--- src/rtl/hilo_muldiv.sv ---
// rtl/hilo_muldiv.sv - HI/LO register pair with iterative shift-add multiplier and restoring divider
// Optional build macro HILO_FWD_EN forwards MTHI/MTLO data and the FIN result combinationally onto hi_o/lo_o.
module hilo_muldiv #(
  parameter int WIDTH = 32
) (
  input  logic             clk,
  input  logic             rst,
  input  logic             start,
  input  logic [2:0]       op,
  input  logic [WIDTH-1:0] src_a,
  input  logic [WIDTH-1:0] src_b,
  output logic             busy,
  output logic             done,
  output logic             div_by_zero,
  output logic [WIDTH-1:0] hi_o,
  output logic [WIDTH-1:0] lo_o
);

  localparam int CW = $clog2(WIDTH);

  typedef enum logic [1:0] {S_IDLE, S_MUL, S_DIV, S_FIN} state_t;

  state_t             r_state;
  logic [CW-1:0]      r_cnt;
  logic [WIDTH-1:0]   r_hi, r_lo, r_a, r_b;
  logic [2*WIDTH-1:0] r_prod;
  logic               r_neg, r_dneg, r_is_div, r_zero;
  logic               r_busy, r_done, r_dbz;

  logic             w_signed, w_a_neg, w_b_neg;
  logic [WIDTH-1:0] w_mag_a, w_mag_b;
  logic             w_is_mul, w_is_div, w_is_mthi, w_is_mtlo, w_last;
  logic [WIDTH:0]   w_sum, w_diff;
  logic [2*WIDTH-1:0] w_prod_s;
  logic [WIDTH-1:0] w_quo, w_rem, w_fin_hi, w_fin_lo;

  assign w_signed  = ~op[0];
  assign w_a_neg   = w_signed & src_a[WIDTH-1];
  assign w_b_neg   = w_signed & src_b[WIDTH-1];
  assign w_mag_a   = w_a_neg ? -src_a : src_a;
  assign w_mag_b   = w_b_neg ? -src_b : src_b;
  assign w_is_mul  = (op[2:1] == 2'b00);
  assign w_is_div  = (op[2:1] == 2'b01);
  assign w_is_mthi = (op == 3'b100);
  assign w_is_mtlo = (op == 3'b101);
  assign w_last    = (r_cnt == CW'(WIDTH - 1));

  // r_prod holds {partial product, remaining multiplier} during MUL and {remainder, dividend/quotient} during DIV
  assign w_sum  = {1'b0, r_prod[2*WIDTH-1:WIDTH]} + {1'b0, (r_prod[0] ? r_a : {WIDTH{1'b0}})};
  assign w_diff = r_prod[2*WIDTH-1:WIDTH-1] - {1'b0, r_b};

  assign w_prod_s = r_neg  ? -r_prod : r_prod;
  assign w_quo    = r_neg  ? -r_prod[WIDTH-1:0] : r_prod[WIDTH-1:0];
  assign w_rem    = r_dneg ? -r_prod[2*WIDTH-1:WIDTH] : r_prod[2*WIDTH-1:WIDTH];
  assign w_fin_hi = r_is_div ? w_rem : w_prod_s[2*WIDTH-1:WIDTH];
  assign w_fin_lo = r_is_div ? w_quo : w_prod_s[WIDTH-1:0];

  always_ff @(posedge clk) begin
    if (rst) begin
      r_state  <= S_IDLE;
      r_cnt    <= '0;
      r_hi     <= '0;
      r_lo     <= '0;
      r_a      <= '0;
      r_b      <= '0;
      r_prod   <= '0;
      r_neg    <= 1'b0;
      r_dneg   <= 1'b0;
      r_is_div <= 1'b0;
      r_zero   <= 1'b0;
      r_busy   <= 1'b0;
      r_done   <= 1'b0;
      r_dbz    <= 1'b0;
    end else begin
      r_done <= 1'b0;
      r_dbz  <= 1'b0;
      case (r_state)
        S_IDLE: begin
          if (start) begin
            if (w_is_mthi) begin
              r_hi <= src_a;
            end else if (w_is_mtlo) begin
              r_lo <= src_a;
            end else if (w_is_mul) begin
              r_a      <= w_mag_a;
              r_b      <= w_mag_b;
              r_prod   <= {{WIDTH{1'b0}}, w_mag_b};
              r_neg    <= w_a_neg ^ w_b_neg;
              r_dneg   <= 1'b0;
              r_is_div <= 1'b0;
              r_zero   <= 1'b0;
              r_cnt    <= '0;
              r_busy   <= 1'b1;
              r_state  <= S_MUL;
            end else if (w_is_div) begin
              r_b      <= w_mag_b;
              r_prod   <= {{WIDTH{1'b0}}, w_mag_a};
              r_neg    <= w_a_neg ^ w_b_neg;
              r_dneg   <= w_a_neg;
              r_is_div <= 1'b1;
              r_cnt    <= '0;
              r_busy   <= 1'b1;
              r_zero   <= (src_b == '0);
              r_state  <= (src_b == '0) ? S_FIN : S_DIV;
            end
          end
        end
        S_MUL: begin
          r_prod <= {w_sum, r_prod[WIDTH-1:1]};
          r_cnt  <= r_cnt + CW'(1);
          if (w_last) r_state <= S_FIN;
        end
        S_DIV: begin
          if (!w_diff[WIDTH]) r_prod <= {w_diff[WIDTH-1:0], r_prod[WIDTH-2:0], 1'b1};
          else                r_prod <= {r_prod[2*WIDTH-2:0], 1'b0};
          r_cnt <= r_cnt + CW'(1);
          if (w_last) r_state <= S_FIN;
        end
        S_FIN: begin
          if (!r_zero) begin
            r_hi <= w_fin_hi;
            r_lo <= w_fin_lo;
          end
          r_done  <= 1'b1;
          r_dbz   <= r_zero;
          r_busy  <= 1'b0;
          r_state <= S_IDLE;
        end
        default: r_state <= S_IDLE;
      endcase
    end
  end

  assign busy        = r_busy;
  assign done        = r_done;
  assign div_by_zero = r_dbz;

`ifdef HILO_FWD_EN
  always_comb begin
    hi_o = r_hi;
    lo_o = r_lo;
    if (r_state == S_FIN && !r_zero) begin
      hi_o = w_fin_hi;
      lo_o = w_fin_lo;
    end else if (r_state == S_IDLE && start) begin
      if (w_is_mthi) hi_o = src_a;
      if (w_is_mtlo) lo_o = src_a;
    end
  end
`else
  assign hi_o = r_hi;
  assign lo_o = r_lo;
`endif

endmodule

--- config.mk ---
export PLATFORM = sky130hd
export DESIGN_NAME = hilo_muldiv
export DESIGN_NICKNAME = d
export VERILOG_FILES = /design/src/rtl/hilo_muldiv.sv
export SDC_FILE = /design/constraint.sdc
export NUM_CORES = 1
export LEC_CHECK = 0
export CORE_MARGIN = 5
export CORE_UTILIZATION = 30
export CTS_BUF_LIST = sky130_fd_sc_hd__clkbuf_8 sky130_fd_sc_hd__clkbuf_16
export CTS_CLUSTER_DIAMETER = 150
export DETAILED_ROUTE_END_ITERATION = 10
export HOLD_SLACK_MARGIN = 0.15
export SLEW_MARGIN = 20
export SYNTH_ARGS = -nofsm -noshare
export SYNTH_HDL_FRONTEND = slang
export SYNTH_SLANG_ARGS = --single-unit
export TNS_END_PERCENT = 20
--- constraint.sdc ---
create_clock -name clk -period 3.7 [get_ports clk]
set_clock_uncertainty 0.05 [all_clocks]
set_input_delay 0.37 -clock clk [delete_from_list [all_inputs] [get_ports clk]]
set_output_delay 0.37 -clock clk [all_outputs]
set_load 0.01 [all_outputs]
# Word-level counts from Yosys, hierarchy flattened
# Cells that the tools add are included.
# W data, S select, Z words.
# classes
add_sub_neg,8
multipliers,0
div_mod_pow,0
magnitude_cmp,0
eq_ne,15
shift,0
muxes,54
bitwise,7
reduce_logical,17
# op_table
op,n
$mux W32,16
$mux W64,7
$pmux W64 S3,1
$neg A32 Y32,4
$pmux W32 S2,2
$neg A64 Y64,1
$reduce_and A5 Y1,7
$add A32 B32 Y33,1
$sub A33 B32 Y33,1
$logic_not A32 Y1,1
$mux W5,5
$mux W1,14
$mux W2,6
$ne A2 B2 Y1 const B,6
$pmux W5 S2,1
$eq A3 B3 Y1 const B,2
$pmux W2 S3,1
$reduce_bool A2 Y1,3
$add A5 B1 Y5 const B,1
$eq A5 B5 Y1 const B,1
$eq A2 B1 Y1 const B,2
$eq A2 B2 Y1 const B,2
$logic_not A2 Y1,2
$not A1 Y1,4
8 further kinds,10
# totals
register_bits,206
latch_bits,0
ram_bits,0
rom_bits,0
input_bits,70
word_cells,115
mem_count,0

# Depth between registers and ports, before layout
# Gate-level depths: netlist of run 1.
# logic_depth
ltp_word,9
depth_mapped,15
depth_no_buf,13

# Worst setup path before layout of run 1
# No wires, ideal clock.
# synth_path
path_type,reg2reg
startpoint,register r_prod[0]
endpoint,register r_prod[62]
setup_ns,0.128
t_arrival_ns,3.112
required_time_ns,3.522
setup_slack_ns,0.410
path_stages_with_launch,15
period_less_slack_ns,3.290
path_cell_list,dfxtp_1 -> clkbuf_1 -> clkbuf_1 -> nand2_1 -> inv_1 -> ha_1 -> a211oi_1 -> o21a_1 -> o31ai_1 -> and3_1 -> a2111oi_0 -> o21ai_0 -> nand3_1 -> mux2i_1 -> nand4_1
# synth_via
elab_chain_cells,3
# synth_lines
item,line_no,rtl
"start, declared",26,logic [2*WIDTH-1:0] r_prod;
"start signal, assigned",87,"r_prod <= {{WIDTH{1'b0}}, w_mag_b};"
"start signal, assigned",97,"r_prod <= {{WIDTH{1'b0}}, w_mag_a};"
"start signal, assigned",109,"r_prod <= {w_sum, r_prod[WIDTH-1:1]};"
$mux W32,49,"assign w_sum = {1'b0, r_prod[2*WIDTH-1:WIDTH]} + {1'b0, (r_prod[0] ? r_a : {WIDTH{1'b0}})};"
$add A32 B32 Y33,49,
$pmux W64 S3,77,case (r_state)
# Every way passes these cells.
# A chain may end at the register's enable or synchronous reset.

# Final worst setup path of run 1
# layout_path
startpoint,register r_prod[31]
endpoint,register r_prod[52]
# layout_via
elab_chain_cells,3
# layout_lines
item,line_no,rtl
$sub A33 B32 Y33,50,"assign w_diff = r_prod[2*WIDTH-1:WIDTH-1] - {1'b0, r_b};"
$mux W64,114,"if (!w_diff[WIDTH]) r_prod <= {w_diff[WIDTH-1:0], r_prod[WIDTH-2:0], 1'b1};"
$pmux W64 S3,77,
# Every way passes these cells.

==> load_flow_metrics.sql, run 1 <==
INSERT INTO impl_metrics (metric_group, metric, value, unit) VALUES
('run_status', 'outcome', 'finished clean', ''),
('sta', 'fin_crit', '3510', 'ps'),
('final_layout', 'filler_cell_count', '5501', ''),
('global_route', 'wire_length_of_the_first_global_routing_pass', '100000', 'um'),
('setup_path', 'timing.critical_path.fanout_max', '7', ''),
('die', 'die_width', '239', 'um'),
('setup_path', 'library_cell_appearing_most_often_on_the_critical_path', 'sky130_fd_sc_hd__o31a_1', ''),
('sta', 'max_slew.worst_pin.slew', '1050', 'ps'),
('clock_network', 'ctsHoldBuffers', '0', ''),
('clock_network', 'ctsLongestPathBuffers', '3', ''),
('route', 'wire_per_inst', '22.7', 'um'),
('route', 'topRoutingLayerUsed', 'met4', ''),
('power_and_ir_drop', 'power-per-cell-area', '522', 'nW/um^2'),
('global_route', 'first_global_vias', '16300', ''),
('route', 'antenna_left', '0', ''),
('placement', 'place.port_buffers', '136', ''),
('die', 'die_area', '57300', 'sq um'),
('setup_path', 'timing.critical_path.slowest_stage_cell', 'sky130_fd_sc_hd__dfxtp_1', ''),
('route', 'detailroute.wirelength.met2', '32600', 'um'),
('sta', 'timing_hold_violations_final', '0', ''),
('setup_path', 'crit_chain', 'inv_1 -> ha_1 -> fa_1 -> nor2b_1 -> o31a_1 -> o41ai_4 -> o211ai_1 -> a31o_2 -> or3_4 -> nand2_1 -> buf_4 -> and3_1 -> o31a_1', ''),
('yosys', 'syn_nets', '2285', ''),
('placement', 'gpl.final_weighted_congestion', '0.986', ''),
('clock_network', 'cts_resized', '0', ''),
('route', 'wirelength_met1', '27900', 'um'),
('yosys', 'average_cell_area_after_synthesis', '7.38', 'sq um'),
('route', 'route.vias.total', '17100', ''),
('setup_path', 'timing.critical_path.required', '4070', 'ps'),
('sta', 'timing.setup.tns', '0', 'ps'),
('run', 'max-cap-violations', '0', ''),
('power_and_ir_drop', 'vdd_ir_drop_max', '0.424', 'mV'),
('global_route', 'grt_max_degree', '73', ''),
('yosys', 'synthesis.yosys.warnings', '0', ''),
('clock_network', 'postCtsSetupRepairBufs', '0', ''),
('yosys', 'post_synth_edffs', '0', ''),
('yosys', 'netlist_instances', '2139', ''),
('yosys', 'synth.area.top_cells', 'sky130_fd_sc_hd__dfxtp_1, sky130_fd_sc_hd__a21oi_1, sky130_fd_sc_hd__nor2_1', ''),
('setup_path', 'cp_data_arrival_time', '3890', 'ps'),
('clock_network', 'clock_tree_from_tritoncts', 'yes', ''),
('sta', 'fmax', '285', 'MHz'),
('global_route', 'antenna_found_initial', '0', ''),
('yosys', 'synth_area', '15800', 'sq um'),
('route', 'drc', '0', ''),
('sta', 'period_share', '0.949', ''),
('final_layout', 'drive_above_1_share', '0.0917', ''),
('yosys', 'synth_top_area_frac', '0.261', ''),
('sta', 'hold-worst-slack', '264', 'ps'),
('yosys', 'netlist-cell-type-count', '87', ''),
('route', 'met3_wirelength_from_detailed_routing', '3760', 'um'),
('min_path', 'worst_hold_path_type', 'in -> reg', ''),
('clock_network', 'root_buffer', 'sky130_fd_sc_hd__clkbuf_16', ''),
('clock_network', 'worst_skew_pair.late_latency', '540', 'ps'),
('die', 'core_footprint', '52300', 'sq um'),
('yosys', 'yosys.area.top_type', 'sky130_fd_sc_hd__dfxtp_1', ''),
('final_layout', 'final_cell_area', '19300', 'sq um'),
('setup_path', 'worst_setup_path_start_kind', 'flop', ''),
('sta', 'finalMaxSlewViolations', '0', ''),
('global_route', 'globalRouteTotalUtil', '0.224', ''),
('placement', 'post_dp_cell_area', '18400', 'sq um'),
('final_layout', 'multi_input_area', '10900', 'sq um'),
('setup_path', 'cp.buffers_inverters', '2', ''),
('die', 'std_cell_rows', '84', ''),
('setup_path', 'path_delay_family', 'compound AO/OA/AOI/OAI gates', ''),
('power_and_ir_drop', 'leakage', '7.39', 'nW'),
('route', 'pre_repair_dr_iteration_count', '5', ''),
('setup_path', 'worst-setup-path-type', 'reg -> reg', ''),
('yosys', 'seq_area_frac_synth', '0.261', ''),
('clock_network', 'htree_num_levels', '1', ''),
('route', 'vias_per_cell', '5.76', ''),
('global_route', 'overall_overflow_remaining_after_global_route', '0', ''),
('sta', 'setup-violations-final', '0', '');
-- kinds of logic after synthesis --
logic type,synth area share
DFF,0.261
buffers and inverters,0.0560
xor gates and xnor gates,0.0899
adders and majority gates,0.0612
and+or+nand+nor,0.213
AOI/OAI and AO/OA,0.301
muxes,0.0178
-- routing by layer --
metal / vias to the layer above / track usage
li1: 8064 / -
met1: 8209 / 0.287
met2: 708 / 0.386
met3: 158 / 0.0216
met4: 0 / 0.0948
met5: - / 0
-- power breakdown --
group | internal, mW | leakage [nW] | switching (mW)
registers | 2.55 | 1.68 | 0.370
logic | 1.62 | 5.27 | 3.03
clock network | 1.48 | 0.437 | 0.994
total | 5.65 | 7.39 | 4.40
-- metrics by stage --
| step | cells | total power [mW] | setup slack, ps | util |
|---|---|---|---|---|
| floorplan | 2139 | 5.73 | 410 | - |
| global placement | 2932 | 7.42 | 163 | 0.352 |
| detailed placement | 2932 | 7.47 | 164 | 0.352 |
| CTS | 2977 | 9.94 | 184 | 0.367 |
| global route | 2977 | 10.6 | -38.7 | 0.368 |
| finish | 2978 | 10.0 | 187 | 0.368 |
-- cell type report --
class | instances | area share
flip-flops and latches | 206 | 0.214
clock buffers | 31 | 0.0368
clock inverters | 14 | 0.00598
diodes | 1 | 0.000130
multi-input cells | 1708 | 0.564
inverters | 66 | 0.0129
well taps | 688 | 0.0447
repair buffers | 264 | 0.121
-- state kept, by name (all words and copies together) (netlist names) --
register and flops:
r_a 32, done 1, busy 1, r_b 32, hi_o 32, r_zero 1
r_dneg 1, lo_o 32, r_is_div 1, r_prod 64, r_neg 1, div_by_zero 1
r_state 2, r_cnt 5
-- placed cells by master (no fill, tap or decap), types with 40 or more instances in the layout --
cell / count
sky130_fd_sc_hd__nor2_1: 267
sky130_fd_sc_hd__a21oi_1: 221
sky130_fd_sc_hd__dfxtp_1: 206
sky130_fd_sc_hd__nand2_1: 175
sky130_fd_sc_hd__clkdlybuf4s50_1: 135
sky130_fd_sc_hd__buf_4: 127
sky130_fd_sc_hd__o21ai_0: 113
sky130_fd_sc_hd__a211oi_1: 109
sky130_fd_sc_hd__xnor2_1: 81
sky130_fd_sc_hd__xor2_1: 81
sky130_fd_sc_hd__inv_1: 72
sky130_fd_sc_hd__ha_1: 72
sky130_fd_sc_hd__nand3_1: 54
sky130_fd_sc_hd__nor3_1: 40
-- worst paths after layout --
| check | from | endpoint | slack, ps | cells after the start |
|---|---|---|---|---|
| setup / recovery | r_prod[31]$_SDFFE_PP0P_ | r_prod[52]$_SDFFE_PP0P_ | 190 | 13 |
| hold / removal | rst | hi_o[0]$_SDFFE_PP0P_ | 260 | 2 |
| setup reg to reg | r_prod[31]$_SDFFE_PP0P_ | r_prod[52]$_SDFFE_PP0P_ | 190 | 13 |
| hold reg to reg | r_cnt[4]$_SDFFE_PP0P_ | r_cnt[4]$_SDFFE_PP0P_ | 410 | 2 |
(Power assumes the default switching activity.)
==> inputs of run 2 (changes only) <==
==> constraint.sdc (replaced) <==
create_clock -name clk -period 3.7 [get_ports clk]
set_clock_uncertainty 0.05 [all_clocks]
set_input_delay 0.925 -clock clk [delete_from_list [all_inputs] [get_ports clk]]
set_output_delay 0.925 -clock clk [all_outputs]
set_load 0.01 [all_outputs]
==> load_flow_metrics.sql, run 2 (synthesized netlist as in run 1, its figures left out) <==
INSERT INTO impl_metrics (metric_group, metric, value, unit) VALUES
('sta', 'timing.setup.tns', '0', 'ps'),
('min_path', 'worst_hold_path_type', 'reg -> reg', ''),
('sta', 'period_share', '0.951', ''),
('final_layout', 'post-route-util', '0.381', ''),
('die', 'core_footprint', '52300', 'sq um'),
('run_status', 'outcome', 'finished clean', ''),
('placement', 'place.port_buffers', '136', ''),
('global_route', 'globalRouteTotalUtil', '0.221', ''),
('clock_network', 'worst_skew_pair.late_latency', '590', 'ps'),
('final_layout', 'filler_cell_count', '5519', ''),
('die', 'initial_core_util', '0.302', ''),
('clock_network', 'root_buffer', 'sky130_fd_sc_hd__clkbuf_16', ''),
('sta', 'max_slew.worst_pin.slew', '965', 'ps'),
('final_layout', 'largest_register_ffs', '64', ''),
('die', 'std_cell_rows', '84', ''),
('sta', 'grt_setup_unrepaired', 'false', ''),
('power_and_ir_drop', 'power-per-cell-area', '522', 'nW/um^2'),
('final_layout', 'mostFrequentLayoutCell', 'sky130_fd_sc_hd__nor2_1', ''),
('sta', 'finalMaxSlewViolations', '0', ''),
('clock_network', 'clock_tree_from_tritoncts', 'yes', ''),
('die', 'design.portCount', '137', ''),
('route', 'wire_per_inst', '21.9', 'um'),
('final_layout', 'regArea', '4130', 'sq um'),
('clock_network', 'htree_num_levels', '1', ''),
('power_and_ir_drop', 'vdd_ir_drop_max', '0.466', 'mV'),
('final_layout', 'multi_input_area', '10800', 'sq um'),
('clock_network', 'clk_transition_reported_paths', '60', 'ps'),
('sta', 'fmax', '284', 'MHz'),
('clock_network', 'ctsLongestPathBuffers', '3', ''),
('global_route', 'wire_length_of_the_first_global_routing_pass', '99800', 'um'),
('final_layout', 'area_growth_syn_to_layout', '26.2', '%'),
('setup_path', 'cp_data_arrival_time', '3920', 'ps'),
('route', 'wl', '66900', 'um'),
('sta', 'hold-worst-slack', '424', 'ps'),
('run', 'max-cap-violations', '0', ''),
('route', 'drtIter0Drc', '1566', ''),
('setup_path', 'cp-end-kind', 'flop', ''),
('route', 'route.vias.total', '17300', ''),
('global_route', 'antenna_found_initial', '0', ''),
('sta', 'final.setup.worst_slack', '181', 'ps'),
('route', 'antenna_left', '0', ''),
('placement', 'dpl.hpwl', '52900', 'um'),
('setup_path', 'worst_setup_path_start_kind', 'flop', ''),
('die', 'fp.dieH', '239', 'um'),
('placement', 'place_worst_setup_slack', '-200', 'ps'),
('setup_path', 'timing.critical_path.required', '4100', 'ps'),
('setup_path', 'worst-setup-path-type', 'reg -> reg', ''),
('die', 'die_width', '239', 'um'),
('sta', 'max_slew_margin', '0.357', ''),
('die', 'die_area', '57300', 'sq um'),
('global_route', 'first_global_vias', '16500', ''),
('global_route', 'grt_max_degree', '90', ''),
('setup_path', 'worst_path_largest_cell_delay', '550', 'ps'),
('final_layout', 'drive_above_1_share', '0.123', ''),
('sta', 'fin_crit', '3520', 'ps'),
('setup_path', 'crit_chain', 'or4_1 -> nor4_1 -> buf_4 -> and4bb_2 -> a31oi_4 -> o41ai_2 -> xor2_1 -> a211oi_1 -> a21oi_1 -> nor2_1', ''),
('setup_path', 'timing.critical_path.slowest_stage_cell', 'sky130_fd_sc_hd__or4_1', ''),
('global_route', 'overall_overflow_remaining_after_global_route', '0', ''),
('power_and_ir_drop', 'leakage', '7.79', 'nW'),
('sta', 'timing_hold_violations_final', '0', ''),
('final_layout', 'regMostFlops', 'r_prod', ''),
('placement', 'gpl.final_weighted_congestion', '0.931', ''),
('sta', 'setup-violations-final', '0', ''),
('route', 'drc', '0', ''),
('route', 'vias_per_cell', '5.67', ''),
('final_layout', 'fin_nets', '2497', ''),
('power_and_ir_drop', 'power.total', '10.4', 'mW'),
('route', 'pre_repair_dr_iteration_count', '6', ''),
('final_layout', 'most_frequent_cells_in_the_layout', 'sky130_fd_sc_hd__nor2_1, sky130_fd_sc_hd__a21oi_1, sky130_fd_sc_hd__dfxtp_1, sky130_fd_sc_hd__buf_4, sky130_fd_sc_hd__nand2_1', ''),
('clock_network', 'cts-buffers-inserted', '26', ''),
('setup_path', 'timing.critical_path.fanout_max', '17', ''),
('clock_network', 'ctsHoldBuffers', '0', ''),
('clock_network', 'cts.sinks', '206', ''),
('final_layout', 'insertedDiodeCount', '0', '');
run 2: cell types whose count changed in the layout (fill, tap and decap cells not counted), sizes merged:
cell	before	now
buf	129	208
bufinv	2	3
clkbuf	31	34
diode	1	0
inv	73	69
run 2: final cells by class:
class | count | share of cell area
Multi-Input combinational cell | 1708 | 0.544
Sequential cell | 206 | 0.207
Inverter | 66 | 0.0124
Tap cell | 688 | 0.0432
Clock buffer | 34 | 0.0382
Timing Repair Buffer | 343 | 0.148
Clock inverter | 11 | 0.00791
run 2: stage by stage:
step,cells,cell area (sq um)
floorplan,2139,15800
global placement,3011,19000
detailed placement,3011,19000
CTS,3056,19900
global route,3056,19900
finish,3056,19900
run 2: routing by layer:
metal | global-route usage | routed length, um
met5 | 0 | 0
met4 | 0.0920 | 3670
met3 | 0.0264 | 3860
met2 | 0.377 | 31800
met1 | 0.284 | 27600
run 2: worst max-delay path, delay by kind of cell, from the launching register on:
kind / cells / cell delay, ps
AOI/OAI and AO/OA: 4 / 1010
xor gates and xnor gates: 1 / 370
DFF: 1 / 310
and+or+nand+nor: 4 / 1390
buffers and inverters: 1 / 250
run 2: worst paths after layout:
path	depth (start not counted)	start	endpoint	slack (ps)
worst min register to register	2	r_cnt[4]$_SDFFE_PP0P_	r_cnt[4]$_SDFFE_PP0P_	420
worst max-delay path	10	r_prod[2]$_SDFFE_PP0P_	hi_o[31]$_SDFFE_PP0P_	180
worst max register to register	10	r_prod[2]$_SDFFE_PP0P_	hi_o[31]$_SDFFE_PP0P_	180
worst min-delay path	2	r_cnt[4]$_SDFFE_PP0P_	r_cnt[4]$_SDFFE_PP0P_	420
run 2: timing repair:
action	4_1_cts	5_1_grt
endpoints found under the hold margin	0	0
buffers inserted	0	0
setup endpoints to repair	0	6
gates resized for setup	0	2
run 2: power by group:
| group | internal, mW | switching, mW | total (mW) | leakage (nW) |
|---|---|---|---|---|
| registers | 2.55 | 0.379 | 2.93 | 1.68 |
| logic | 1.73 | 3.01 | 4.74 | 5.65 |
| clock network | 1.65 | 1.09 | 2.74 | 0.465 |
==> inputs of run 3 (changes only) <==
--- a/config.mk
+++ b/config.mk
@@ -5,6 +5,7 @@
 export SDC_FILE = /design/constraint.sdc
 export NUM_CORES = 1
 export LEC_CHECK = 0
+export CORE_ASPECT_RATIO = 1.4
 export CORE_MARGIN = 5
 export CORE_UTILIZATION = 30
 export CTS_BUF_LIST = sky130_fd_sc_hd__clkbuf_8 sky130_fd_sc_hd__clkbuf_16
@@ -15,4 +16,4 @@
 export SYNTH_ARGS = -nofsm -noshare
 export SYNTH_HDL_FRONTEND = slang
 export SYNTH_SLANG_ARGS = --single-unit
-export TNS_END_PERCENT = 20
+export TNS_END_PERCENT = 5
==> load_flow_metrics.sql, run 3 (synthesized netlist as in run 1, its figures left out) <==
INSERT INTO impl_metrics (metric_group, metric, value, unit) VALUES
('run_status', 'outcome', 'finished clean', ''),
('placement', 'place.port_buffers', '136', ''),
('placement', 'post_dp_cell_area', '19000', 'sq um'),
('min_path', 'worst_hold_path_type', 'reg -> reg', ''),
('global_route', 'wire_length_of_the_first_global_routing_pass', '106000', 'um'),
('power_and_ir_drop', 'power.total', '10.4', 'mW'),
('route', 'pre_repair_dr_iteration_count', '6', ''),
('power_and_ir_drop', 'vdd_ir_drop_max', '0.768', 'mV'),
('final_layout', 'filler_cell_count', '5511', ''),
('final_layout', 'area_growth_syn_to_layout', '25.5', '%'),
('sta', 'fin_crit', '3460', 'ps'),
('setup_path', 'timing.rr.start', 'r_prod[32]$_SDFFE_PP0P_', ''),
('clock_network', 'cts-buffers-inserted', '24', ''),
('sta', 'max_slew_margin', '0.295', ''),
('clock_network', 'root_buffer', 'sky130_fd_sc_hd__clkbuf_16', ''),
('placement', 'dpl.hpwl', '57700', 'um'),
('die', 'design.portCount', '137', ''),
('die', 'die_area', '57400', 'sq um'),
('setup_path', 'setup.reg_to_reg.worst_slack', '240', 'ps'),
('setup_path', 'path_depth_of_the_worst_reg2reg_path', '12', ''),
('placement', 'gpl.final_weighted_congestion', '0.963', ''),
('setup_path', 'worst_setup_path_start_kind', 'flop', ''),
('clock_network', 'ctsLongestPathBuffers', '3', ''),
('clock_network', 'worst_skew_pair.late_latency', '530', 'ps'),
('power_and_ir_drop', 'power-per-cell-area', '523', 'nW/um^2'),
('min_path', 'hold-path-cell-count', '2', ''),
('global_route', 'antenna_found_initial', '0', ''),
('run', 'max-cap-violations', '0', ''),
('final_layout', 'regMostFlops', 'r_prod', ''),
('clock_network', 'cts.sinks', '206', ''),
('clock_network', 'cts_resized', '0', ''),
('clock_network', 'ctsHoldBuffers', '0', ''),
('power_and_ir_drop', 'combinationalPowerShare', '0.472', ''),
('setup_path', 'timing.critical_path.required', '4080', 'ps'),
('final_layout', 'final_cell_area', '19800', 'sq um'),
('power_and_ir_drop', 'sw_pwr', '4.49', 'mW'),
('route', 'wl', '72300', 'um'),
('route', 'vias_per_cell', '5.71', ''),
('setup_path', 'cp_data_arrival_time', '3840', 'ps'),
('sta', 'fmax', '289', 'MHz'),
('global_route', 'overall_overflow_remaining_after_global_route', '0', ''),
('route', 'drtIter0Drc', '1330', ''),
('sta', 'grt_setup_unrepaired', 'false', ''),
('final_layout', 'most_frequent_cells_in_the_layout', 'sky130_fd_sc_hd__nor2_1, sky130_fd_sc_hd__a21oi_1, sky130_fd_sc_hd__dfxtp_1, sky130_fd_sc_hd__buf_4, sky130_fd_sc_hd__nand2_1', ''),
('die', 'std_cell_rows', '99', ''),
('min_path', 'min_from', 'r_cnt[4]$_SDFFE_PP0P_', ''),
('final_layout', 'mostFrequentLayoutCell', 'sky130_fd_sc_hd__nor2_1', ''),
('sta', 'setup-violations-final', '0', ''),
('final_layout', 'post-route-util', '0.380', ''),
('setup_path', 'timing.critical_path.fanout_max', '9', ''),
('placement', 'dp.cells', '3014', ''),
('clock_network', 'clk_transition_reported_paths', '60', 'ps'),
('route', 'wire_per_inst', '23.6', 'um'),
('global_route', 'globalRouteTotalUtil', '0.240', ''),
('setup_path', 'cp-end-kind', 'flop', ''),
('power_and_ir_drop', 'power.clock.fraction', '0.251', ''),
('setup_path', 'worstReg2RegEnd', 'r_prod[37]$_SDFFE_PP0P_', ''),
('final_layout', 'regArea', '4130', 'sq um'),
('die', 'fp.dieH', '281', 'um'),
('sta', 'timing_hold_violations_final', '0', ''),
('final_layout', 'drive_above_1_share', '0.118', ''),
('final_layout', 'multi_input_area', '10800', 'sq um'),
('route', 'antenna_left', '0', ''),
('sta', 'hold-worst-slack', '407', 'ps'),
('sta', 'max_slew.worst_pin.slew', '1050', 'ps'),
('power_and_ir_drop', 'leakage', '7.69', 'nW'),
('clock_network', 'clock_tree_from_tritoncts', 'yes', ''),
('final_layout', 'largest_register_ffs', '64', ''),
('global_route', 'grt_max_degree', '66', ''),
('die', 'initial_core_util', '0.303', ''),
('sta', 'period_share', '0.935', ''),
('die', 'core_footprint', '52100', 'sq um'),
('route', 'route.vias.total', '17400', ''),
('die', 'die_width', '204', 'um'),
('power_and_ir_drop', 'internal_power', '5.87', 'mW'),
('setup_path', 'worst-setup-path-type', 'reg -> reg', ''),
('clock_network', 'postCtsSetupRepairBufs', '0', ''),
('power_and_ir_drop', 'seqPwrFrac', '0.277', ''),
('clock_network', 'htree_num_levels', '1', ''),
('power_and_ir_drop', 'sw_frac_of_total', '0.434', ''),
('sta', 'finalMaxSlewViolations', '0', ''),
('final_layout', 'post_layout_nonfiller_instances', '3056', ''),
('min_path', 'hold-path-endpoint', 'r_cnt[4]$_SDFFE_PP0P_', ''),
('global_route', 'first_global_vias', '17000', ''),
('final_layout', 'fin_nets', '2479', ''),
('route', 'drc', '0', '');
==> run 3: cell count changes in the layout (fill, tap and decap cells not counted), sizes merged <==
cell,change
buf,-16
bufinv,+1
clkbuf,-5
clkinvlp,+2
diode,+1
inv,-2
==> run 3: power groups by stage <==
stage	logic [mW]	clock network, mW	registers [mW]
final	4.89	2.60	2.87
after detailed placement	4.77	0	2.90
after global routing	5.24	2.71	2.89
after global placement	4.74	0	2.89
after CTS	4.79	2.63	2.85
after floorplan	2.91	0	2.82
==> run 3: per-stage QoR <==
| step | TNS (ps) | setup WS [ps] |
|---|---|---|
| after floorplan | 0 | 410 |
| after global placement | -733 | -178 |
| after detailed placement | -1260 | -195 |
| after CTS | 0 | 109 |
| after global routing | 0 | 87.3 |
| final | 0 | 239 |
==> run 3: metal layers <==
| layer | vias up | part of all wire | global-route usage |
|---|---|---|---|
| met4 | 0 | 0.087 | 0.180 |
| li1 | 8172 | - | - |
| met5 | - | 0 | 0 |
| met1 | 8321 | 0.36 | 0.252 |
| met2 | 704 | 0.51 | 0.439 |
| met3 | 238 | 0.048 | 0.0257 |
==> run 3: worst max-delay path, cell delays in order (launching register included) <==
cell,delay (ps)
sky130_fd_sc_hd__dfxtp_2,400
sky130_fd_sc_hd__inv_1,260
sky130_fd_sc_hd__fa_1,270
sky130_fd_sc_hd__nor2b_1,70
sky130_fd_sc_hd__o31a_1,300
sky130_fd_sc_hd__o41ai_2,330
sky130_fd_sc_hd__o211ai_1,200
sky130_fd_sc_hd__a31o_2,310
sky130_fd_sc_hd__or3_4,360
sky130_fd_sc_hd__nand2_1,220
sky130_fd_sc_hd__buf_4,210
sky130_fd_sc_hd__nand3_1,90
sky130_fd_sc_hd__a311oi_1,290
==> run 3: layout make-up <==
class,count,share of cell area
multi-input cells,1708,0.547
flip-flops and latches,206,0.208
repair buffers,327,0.144
well taps,707,0.0446
clock buffers,29,0.0343
inverters,66,0.0125
clock inverters,12,0.00865
diodes,1,0.000126
==> run 3: how the worst max path moves through the flow <==
| stage | from | to | slack, ps | cells after the start |
|---|---|---|---|---|
| after floorplan | r_prod[0]$_SDFFE_PP0P_ | r_prod[62]$_SDFFE_PP0P_ | 410 | 14 |
| after global placement | src_b[1] | r_prod[30]$_SDFFE_PP0P_ | -180 | 12 |
| after detailed placement | src_b[1] | r_zero$_SDFFE_PP0P_ | -200 | 11 |
| after CTS | r_prod[32]$_SDFFE_PP0P_ | r_prod[62]$_SDFFE_PP0P_ | 110 | 12 |
| after global routing | r_prod[32]$_SDFFE_PP0P_ | r_prod[45]$_SDFFE_PP0P_ | 90 | 12 |
| final | r_prod[32]$_SDFFE_PP0P_ | r_prod[37]$_SDFFE_PP0P_ | 240 | 12 |
